$ cat src/rtl/regfile_arbiter.sv
// Register-file port arbiter: a 2-entry writeback buffer shares the single
// register-file port with operand reads, plus a flush/drain handshake.
module regfile_arbiter (
    input  logic        clk,
    input  logic        rst_n,
    input  logic        wb_valid,
    input  logic [4:0]  wb_addr,
    input  logic [31:0] wb_data,
    output logic        wb_ready,
    input  logic        rd_req,
    input  logic [4:0]  rd_left_addr,
    input  logic [4:0]  rd_right_addr,
    output logic        rd_gnt,
    output logic        rd_valid,
    output logic [31:0] rd_left_data,
    output logic [31:0] rd_right_data,
    input  logic        flush,
    output logic        flush_done,
    output logic        rf_we,
    output logic [4:0]  rf_dest_addr,
    output logic [31:0] rf_result,
    output logic [4:0]  rf_left_addr,
    output logic [4:0]  rf_right_addr,
    input  logic [31:0] rf_left_out,
    input  logic [31:0] rf_right_out
);

    localparam logic [1:0] StRun   = 2'd0;
    localparam logic [1:0] StFlush = 2'd1;
    localparam logic [1:0] StDone  = 2'd2;

    logic [1:0]  state_q, state_d;
    logic [1:0]  count_q, count_d;
    logic        head_q, head_d;
    logic [4:0]  addr_q [2];
    logic [4:0]  addr_d [2];
    logic [31:0] data_q [2];
    logic [31:0] data_d [2];
    logic [4:0]  left_q, left_d;
    logic [4:0]  right_q, right_d;
    logic        rd_valid_q, rd_valid_d;

    logic        push, pop, read_sel, hazard, tail;
    logic [1:0]  entry_vld;

    assign wb_ready = (count_q != 2'd2);
    assign push     = wb_valid && wb_ready;
    assign tail     = head_q ^ count_q[0];

    always_comb begin
        entry_vld[0] = (count_q == 2'd2) || ((count_q == 2'd1) && !head_q);
        entry_vld[1] = (count_q == 2'd2) || ((count_q == 2'd1) && head_q);
        hazard = (entry_vld[0] && (addr_q[0] == rd_left_addr || addr_q[0] == rd_right_addr))
              || (entry_vld[1] && (addr_q[1] == rd_left_addr || addr_q[1] == rd_right_addr));
    end

    // One register-file access per cycle; read grant is masked in reset so the
    // port is quiet while rst_n is low even with rd_req held.
    always_comb begin
        pop      = 1'b0;
        read_sel = 1'b0;
        if (state_q != StRun) begin
            pop = (count_q != 2'd0);
        end else if (rd_req && hazard) begin
            pop = 1'b1;
        end else if (count_q == 2'd2) begin
            pop = 1'b1;
        end else if (rd_req) begin
            read_sel = rst_n;
        end else begin
            pop = (count_q != 2'd0);
        end
    end

    always_comb begin
        count_d = count_q + {1'b0, push} - {1'b0, pop};
        head_d  = head_q ^ pop;
        addr_d  = addr_q;
        data_d  = data_q;
        if (push) begin
            addr_d[tail] = wb_addr;
            data_d[tail] = wb_data;
        end
        left_d     = read_sel ? rd_left_addr : left_q;
        right_d    = read_sel ? rd_right_addr : right_q;
        rd_valid_d = read_sel;
    end

    always_comb begin
        state_d = state_q;
        case (state_q)
            StRun:   if (flush) state_d = StFlush;
            StFlush: if (count_q == 2'd0 && !push) state_d = StDone;
            StDone:  state_d = StRun;
            default: state_d = StRun;
        endcase
    end

    always_ff @(posedge clk or negedge rst_n) begin
        if (!rst_n) begin
            state_q    <= StRun;
            count_q    <= 2'd0;
            head_q     <= 1'b0;
            left_q     <= 5'd0;
            right_q    <= 5'd0;
            rd_valid_q <= 1'b0;
        end else begin
            state_q    <= state_d;
            count_q    <= count_d;
            head_q     <= head_d;
            left_q     <= left_d;
            right_q    <= right_d;
            rd_valid_q <= rd_valid_d;
        end
    end

    // Buffer payload needs no reset: entries are only observed when counted valid.
    always_ff @(posedge clk) begin
        addr_q <= addr_d;
        data_q <= data_d;
    end

    assign rd_gnt        = read_sel;
    assign rd_valid      = rd_valid_q;
    assign rd_left_data  = rf_left_out;
    assign rd_right_data = rf_right_out;
    assign flush_done    = (state_q == StDone);
    assign rf_we         = pop;
    assign rf_dest_addr  = addr_q[head_q];
    assign rf_result     = data_q[head_q];
    assign rf_left_addr  = left_d;
    assign rf_right_addr = right_d;

endmodule
$ cat config.mk
export PLATFORM = sky130hd
export DESIGN_NAME = regfile_arbiter
export DESIGN_NICKNAME = d
export VERILOG_FILES = /design/src/rtl/regfile_arbiter.sv
export SDC_FILE = /design/constraint.sdc
export NUM_CORES = 1
export LEC_CHECK = 0
export CORE_ASPECT_RATIO = 2
export CORE_UTILIZATION = 35
export CTS_BUF_LIST = sky130_fd_sc_hd__clkbuf_4
export CTS_CLUSTER_SIZE = 25
export DETAILED_ROUTE_END_ITERATION = 16
export PLACE_DENSITY = 0.77
export RECOVER_POWER = 100
export SYNTH_ARGS = -nofsm -noshare
export SYNTH_HDL_FRONTEND = slang
export SYNTH_SLANG_ARGS = --single-unit
$ cat constraint.sdc
create_clock -name clk -period 2.9 [get_ports clk]
set_clock_uncertainty 0.15 [all_clocks]
set_input_delay 0.29 -clock clk [delete_from_list [all_inputs] [get_ports clk]]
set_output_delay 0.29 -clock clk [all_outputs]
set_load 0.005 [all_outputs]
# Word-level counts from Yosys, hierarchy flattened

Index checks and enable logic that the tools add are counted.

Add/subtract/negate cells: 2
$lt $le $gt $ge: 3
Equality and inequality tests: 11
Multiplexer cells: 25
Bitwise operators: 4
Reduce and logical (&&, ||, !) cells: 20

Operators with widths:

| kind                                                       | number |
|---|---|
| 2-to-1 mux 32 bit                                          | 4 |
| bitwise mux 64 bit                                         | 1 |
| demux 32 bit (select 1 bit)                                | 1 |
| 2-to-1 mux 5 bit                                           | 6 |
| equality test 5 bit                                        | 4 |
| bitwise mux 10 bit                                         | 1 |
| logical AND 1 bit                                          | 8 |
| 2-to-1 mux 1 bit                                           | 8 |
| != test 2 bit, second input constant                       | 3 |
| demux 5 bit (select 1 bit)                                 | 1 |
| logical OR 1 bit                                           | 5 |
| equality test 2 x 1 -> 1 bit, second input constant        | 2 |
| equality test 2 bit, second input constant                 | 2 |
| >= comparator 2 bit, second input constant                 | 2 |
| zero test 2 bit                                            | 2 |
| 2-to-1 mux 2 bit                                           | 2 |
| NOT 1 -> 2 bit                                             | 2 |
| one-hot mux 2 bit (2 select lines)                         | 1 |
| nonzero test 2 bit                                         | 2 |
| adder 2 x 1 -> 2 bit                                       | 1 |
| zero test 1 bit                                            | 2 |
| less-than comparator 2 x 1 -> 1 bit, second input constant | 1 |
| AND reduction 2 bit                                        | 1 |
| subtractor 2 x 1 -> 2 bit                                  | 1 |
| XOR 1 bit                                                  | 2 |

Register bits: 90
Input port bits: 116
Output and inout port bits: 116
Logic and storage cells: 75

# Logic depth before layout (Yosys ltp)

Gate-level depths: netlist of run 1.

Depth in word-level cells: 9
Gate-level depth with buffers: 11
Gate-level depth less buffers: 10

# Worst setup path before layout of run 1

OpenSTA, ideal clock, no wires.

Path kind: flip-flop to flip-flop
From: reg, netlist name head_q
To: reg addr_q[5] (netlist name), enable pin
Library setup time: 431 ps
Arrival: 2,485 ps
Data required time: 2,319 ps
Setup slack: -167 ps
Stages on the path, launching flop included: 5
Buffers on the path: 2
Clock period less this slack: 3,067 ps
Path through: dfrtp_1 > buf_2 > clkbuf_1 > xor2_1 > nor2_1

RTL lines:

| element              | line | text |
|---|---|---|
| to (signal assigned) | 119  | `addr_q <= addr_d;` |
| to (decl)            | 35   | `logic [4:0] addr_q [2];` |

# Worst setup path after layout of run 1

From: reg head_q
To: out rf_right_addr[1]

Cells in the longest elaborated chain, start to end: 9
Elaborated cells between the ends (all ways): 12
Those cells by class: 3 x mux; 9 x reduce/logical

Ends and longest elaborated chain:

| element                | line | text |
|---|---|---|
| from (decl)            | 34   | `logic head_q, head_d;` |
| from (signal assigned) | 103  | `head_q <= 1'b0;` |
| from (signal assigned) | 110  | `head_q <= head_d;` |
| zero test 1 bit        | 51   | `entry_vld[0] = (count_q == 2'd2) \|\| ((count_q == 2'd1) && !head_q);` |
| logical AND 1 bit      | 51   |  |
| logical OR 1 bit       | 51   |  |
| logical AND 1 bit      | 53   | `hazard = (entry_vld[0] && (addr_q[0] == rd_left_addr \|\| addr_q[0] == rd_right_addr))` |
| logical OR 1 bit *     | 54   | `\|\| (entry_vld[1] && (addr_q[1] == rd_left_addr \|\| addr_q[1] == rd_right_addr));` |
| logical AND 1 bit *    | 64   | `end else if (rd_req && hazard) begin` |
| 2-to-1 mux 1 bit *     | 64   |  |
| 2-to-1 mux 1 bit *     | 62   | `if (state_q != StRun) begin` |
| 2-to-1 mux 5 bit *     | 85   | `right_d = read_sel ? rd_right_addr : right_q;` |
| to (decl)              | 23   | `output logic [4:0] rf_right_addr,` |

Every way passes the cells marked *; elsewhere a longest branch is shown, timed or not.

==> results of run 1 <==
power by group through the flow:
stage                     logic [µW]  clock network, µW  registers, µW
after floorplan                 1150                  0           2080
after global placement          2180                  0           2110
after detailed placement        2210                  0           2140
after CTS                       2240                683           2110
after global routing            2360                729           2150
final                           2200                651           2100
path summary, 6_finish.rpt:
check                                start               end  slack, ps  depth (start not counted)
worst max-delay path                head_q  rf_right_addr[1]          4                          9
worst min-delay path                 flush        state_q[0]        330                          3
worst max register to register      head_q        count_q[1]        330                         12
worst min register to register  state_q[1]        state_q[0]        340                          1
max in group asynchronous            rst_n            head_q       1600                          2
min in group asynchronous            rst_n         left_q[2]        400                          2
worst max-delay path, stage by stage (launching register included):
cell      delay [ps]
dfrtp_2          460
and3b_2          230
o211ai_1         210
o22ai_2          110
nor3_2           230
buf_4            180
buf_6            100
buf_6             80
mux2_4           300
buf_6            120
stage by stage:
stage | hold WS [ps] | power, µW | area (µm²) | util, %
final | 327.1 | 4952 | 5202 | 44.73
after global routing | 276.2 | 5239 | 5200 | 44.71
after CTS | 42.94 | 5027 | 5160 | 44.36
after detailed placement | 311.1 | 4348 | 4954 | 42.59
after global placement | 304.8 | 4286 | 4954 | 42.59
after floorplan | -155.6 | 3231 | 4163 | -
state kept, by name (all words and copies together) (netlist names):
name and count:
head_q 1, state_q 2, addr_q 10, data_q 64
rd_valid 1, count_q 2, right_q 5, left_q 5
cell families after synthesis:
group | after synthesis | synth area share [%]
compound gates | 10 | 2.045
xor+xnor | 23 | 4.842
fa+ha+maj | 2 | 0.6014
buf+inv | 73 | 12.57
flops | 90 | 63.04
mux | 48 | 13.80
simple gates | 22 | 3.098
cell usage after synthesis (all sizes together), types with 2 or more instances:
master	count	area share (%)
o211ai	4	0.72
xnor2	22	4.6
ha	2	0.60
nor2b	2	0.36
dfrtp	16	9.6
inv	3	0.27
nor2	3	0.27
o22ai	2	0.60
buf	66	12
edfxtp	74	53
nand2	2	0.18
nor3b	2	0.36
nor3	4	0.60
clkbuf	4	0.36
mux2	48	14
and3b	2	0.42
nand3	5	0.60
per-layer routing:
| layer | part of all wire [%] | routed length, µm | GRT usage, % | up-vias |
|---|---|---|---|---|
| met4 | 7.1 | 660 | 13.77 | 0 |
| met1 | 30 | 2734 | 11.96 | 1122 |
| met2 | 56 | 5211 | 28.65 | 105 |
| met5 | 0 | 0 | 0 | - |
| li1 | - | - | - | 1037 |
| met3 | 7.0 | 652 | 5.906 | 60 |
repair_timing:
action | 4_1_cts | 5_1_grt
hold buffers | 0 | 0
setup buffers | 9 | 1
gates resized for setup | 29 | 24
pin swaps | 4 | 1
endpoints found under the setup margin | 12 | 11
area by class of cell:
class                           count  area [µm²]
Fill cell                        1063        6429
Sequential cell                    90        2624
Timing Repair Buffer              124        1194
Multi-Input combinational cell    105        1056
Tap cell                          145       181.4
Clock buffer                        9       67.56
Clock inverter                      7       58.81
Inverter                            3       11.26
Antenna cell                        4       10.01
==> results.md, run 1 <==
* Commonest register cell after synthesis: edfxtp_1
* Routed Antenna Nets at 0
* Die Y at 156.2 µm
* DR WL/cell at 19.01 µm
* First-pass GRT wire length at 13720 µm
* Min Tclk post-route at 2896 ps
* Post-Route WL at 9260 µm
* Crit share post-route at 99.87%
* Synth Net Count at 386
* Initial DRC count at 74
* Pleak at 0.001886 µW
* Crit Path Max Fanout at 4
* Leading cell types in the layout, fill and taps excluded: edfxtp_1 (74), clkdlybuf4s50_1 (52), dlygate4sd3_1 (39)
* Register bit total from synthesis at 90
* Share of layout cells above drive strength 1 at 31.07%
* CTS tree: done
* Layout Area Growth over Synthesis at 25.05%
* Synth warn at 0
* Status: finished clean
* Sw frac at 31.22%
* Pre-CTS WS at -36.63 ps
* Critical Path RT at 2460 ps
* Crit Path Category: reg2out
* Seq/Total Area, Yosys at 63.04%
* Syn Inst Count at 268
* Post-synth EDFFs at 74
* Distinct cells, synth at 29
* Root Buffer: clkbuf_4
* Setup_tns at 0 ps
* Routed vias/inst at 4.772
* HP Class: in2reg
* CTS Sinks at 90
* Internal power at 3406 µW
* CTS clk-pin slew, worst paths at 150 ps
* Core footprint at 11630 µm²
* Max Cap Viol at 0
* Initial Util at 35.77%
* Vias at 2324
* Tightest Pin Transition at 901.6 ps
* Vias in the first global route at 2587
* Clock network fraction of total power at 13.2%
* I/O pins at 232
* Num CTS Buffers at 9
* DRC viols at 0
* CP Capture Type: primary output
* Avg Inst Size Synth at 15.52 µm²
* PnR worst setup slack at 3.734 ps
* Arr. time, crit path at 2460 ps
* Sw Pwr at 1546 µW
* Post-DP HPWL at 6832 µm
* Final setup violation count at 0
* Placed instance count at 457
* Reg power frac at 42.5%
* GRT overflow at 0
* Pin count of the biggest net entering global routing at 38
* Startpoint Class: flop
* Hold Fails Final Rpt at 0
* Clk buf depth at 2
* Fin. max-slew vios at 0
* Die width at 79.09 µm
* Fin nets at 451
* Initial antenna violation count at 4
* Fmax at 345.3 MHz
* RSZ-0062 raised after global routing: true
* # rows at 56
* Fin cells at 487
* PwrDens at 951.8 nW/µm²
* Gr usage total at 15.59%
* Drt pass-1 iters at 4
* Synthesized area at 4160 µm²
* GP Congestion at 0.8356
* Most common cell after layout, fill and taps aside: edfxtp_1
* Synth async-reset ratio at 17.78%
* Clock network latency to the later pin of the worst-skew pair at 440 ps
* CTS H-Tree Depth at 3
* Max_slew headroom at 39.89%
* PortBufs at 103
* Worst IR Drop VDD at 0.4391 mV
* Die area at 12350 µm²
* Combinational Power Share at 44.4%
Note: power is estimated with default switching activity, not from simulation.
==> run 2: changes to the inputs <==
Settings changed: TNS_END_PERCENT set to 20.
==> results.md, run 2 (synthesis gave the netlist of run 1 again) <==
* Status: finished clean
* Drt pass-1 iters at 4
* Crit Path Max Fanout at 5
* Worst reg-to-reg setup slack at 320 ps
* Crit Path Category: reg2out
* CTS Sinks at 90
* Reg2reg start: head_q
* Leading cell types in the layout, fill and taps excluded: edfxtp_1 (74), clkdlybuf4s50_1 (53), mux2_2 (38), dlygate4sd3_1 (38), xnor2_1 (21)
* Finished Core Util at 43.75%
* Fin area at 5089 µm²
* Num CTS Buffers at 9
* Worst IR Drop VDD at 0.4391 mV
* Placement Cell Area at 4954 µm²
* Fin nets at 445
* Pin count of the biggest net entering global routing at 38
* # rows at 56
* Vias at 2300
* Final setup violation count at 0
* GRT overflow at 0
* RSZ-0062 raised after global routing: true
* Die area at 12350 µm²
* R2R depth at 12
* Critical Path RT at 2460 ps
* Hold Fails Final Rpt at 0
* Tightest Pin Transition at 930.7 ps
* Clk buf depth at 2
* CTS H-Tree Depth at 3
* Max Cap Viol at 0
* GP Congestion at 0.8356
* Initial antenna violation count at 4
* CP Capture Type: primary output
* Min-Delay Path Depth at 3
* PwrDens at 955.3 nW/µm²
* Fillers at 1079
* Largest register by flop count: data_q
* Max_slew headroom at 37.95%
* First-pass GRT wire length at 13570 µm
* Core footprint at 11630 µm²
* Crit Reg-Reg Endpoint: count_q[1]
* Fin. max-slew vios at 0
* Max incr delay on CP at 460 ps
* Initial DRC count at 93
* Initial Util at 35.77%
* Fmax at 351.2 MHz
* Layout Area Growth over Synthesis at 22.32%
* Clock network latency to the later pin of the worst-skew pair at 430 ps
* PnR worst setup slack at 52.25 ps
* Max FFs per register at 64
* Die Y at 156.2 µm
* DR WL/cell at 19.08 µm
* PortBufs at 103
* CTS clk-pin slew, worst paths at 150 ps
* Gr usage total at 15.44%
* CP cell instances: and3b_2 -> o211ai_1 -> o22ai_2 -> nor3_2 -> buf_4 -> buf_6 -> mux2_4 -> clkbuf_2
* Most common cell after layout, fill and taps aside: edfxtp_1
* Crit share post-route at 98.20%
* Worst path top cell family by delay: flip-flops
* WHS at 326.6 ps
* Hold Buf Count CTS at 0
* Arr. time, crit path at 2410 ps
* I/O pins at 232
* Die width at 79.09 µm
* Endpoint, Worst Hold: state_q[0]
* Worst Hold Launch: flush
* CP max-delay cell: dfrtp_2
* Vias in the first global route at 2574
* Pleak at 0.001822 µW
* DRC viols at 0
* Min Tclk post-route at 2848 ps
* Post-DP HPWL at 6832 µm
* HP Class: in2reg
* Routed vias/inst at 4.782
* CTS tree: done
* Routed Antenna Nets at 0
* Largest regs: data_q x64, addr_q x10
* Worst Path Buf+Inv at 3
* Root Buffer: clkbuf_4
* Pre-CTS WS at -36.63 ps
* Startpoint Class: flop
* Share of layout cells above drive strength 1 at 29.52%
* Post-Route WL at 9179 µm
[run 2: tightest hold or removal path, cell delays in order]
cell and delay (ps):
clkdlybuf4s50_1 440, nor2_1 100, a211oi_1 50
[run 2: metal layers]
metal / up-vias / routed length [µm] / global-route usage (%)
li1: 1023 / - / -
met1: 1102 / 2699 / 11.74
met2: 109 / 5081 / 28.16
met3: 66 / 671 / 5.906
met4: 0 / 727 / 14.29
met5: - / 0 / 0
[run 2: final cells by class]
| cell class | count | area [µm²] | share of cell area [%] |
|---|---|---|---|
| antenna | 4 | 10.01 | 0.1967 |
| clock buffer | 9 | 67.56 | 1.328 |
| clock inverter | 7 | 58.81 | 1.156 |
| inverter | 3 | 11.26 | 0.2213 |
| multi-input combinational | 105 | 1041 | 20.46 |
| sequential | 90 | 2624 | 51.56 |
| tap | 145 | 181.4 | 3.565 |
| timing repair buffer | 118 | 1095 | 21.51 |
[run 2: stage by stage]
step                TNS, ps  total power [µW]  cells
floorplan                 0              3231    268
CTS                  -71.20              4990    476
global placement          0              4286    457
global route         -148.4              5153    480
finish                    0              4861    481
detailed placement   -54.88              4348    457
[run 2: power by group]
part | switching, µW | total [µW] | internal (µW)
clock | 457 | 649 | 192
combinational | 901 | 2110 | 1210
sequential | 164 | 2100 | 1940
total | 1520 | 4860 | 3340
[run 2: worst max path at each step]
| stage | start | endpoint | slack (ps) | cells past startpoint |
|---|---|---|---|---|
| global placement | rd_left_addr[1] | rf_right_addr[4] | 10 | 8 |
| global route | count_q[1] | rf_right_addr[1] | -100 | 8 |
| CTS | head_q | rf_right_addr[1] | -60 | 8 |
| finish | head_q | rf_right_addr[1] | 50 | 8 |
| floorplan | head_q | addr_q[0] | 360 | 4 |
| detailed placement | rd_left_addr[1] | rf_right_addr[4] | -40 | 8 |
[run 2: repair_timing]
item | 4_1_cts | 5_1_grt
pin swaps | 4 | 4
endpoints found under the setup margin | 12 | 10
setup buffers | 3 | 1
resized for setup | 18 | 20
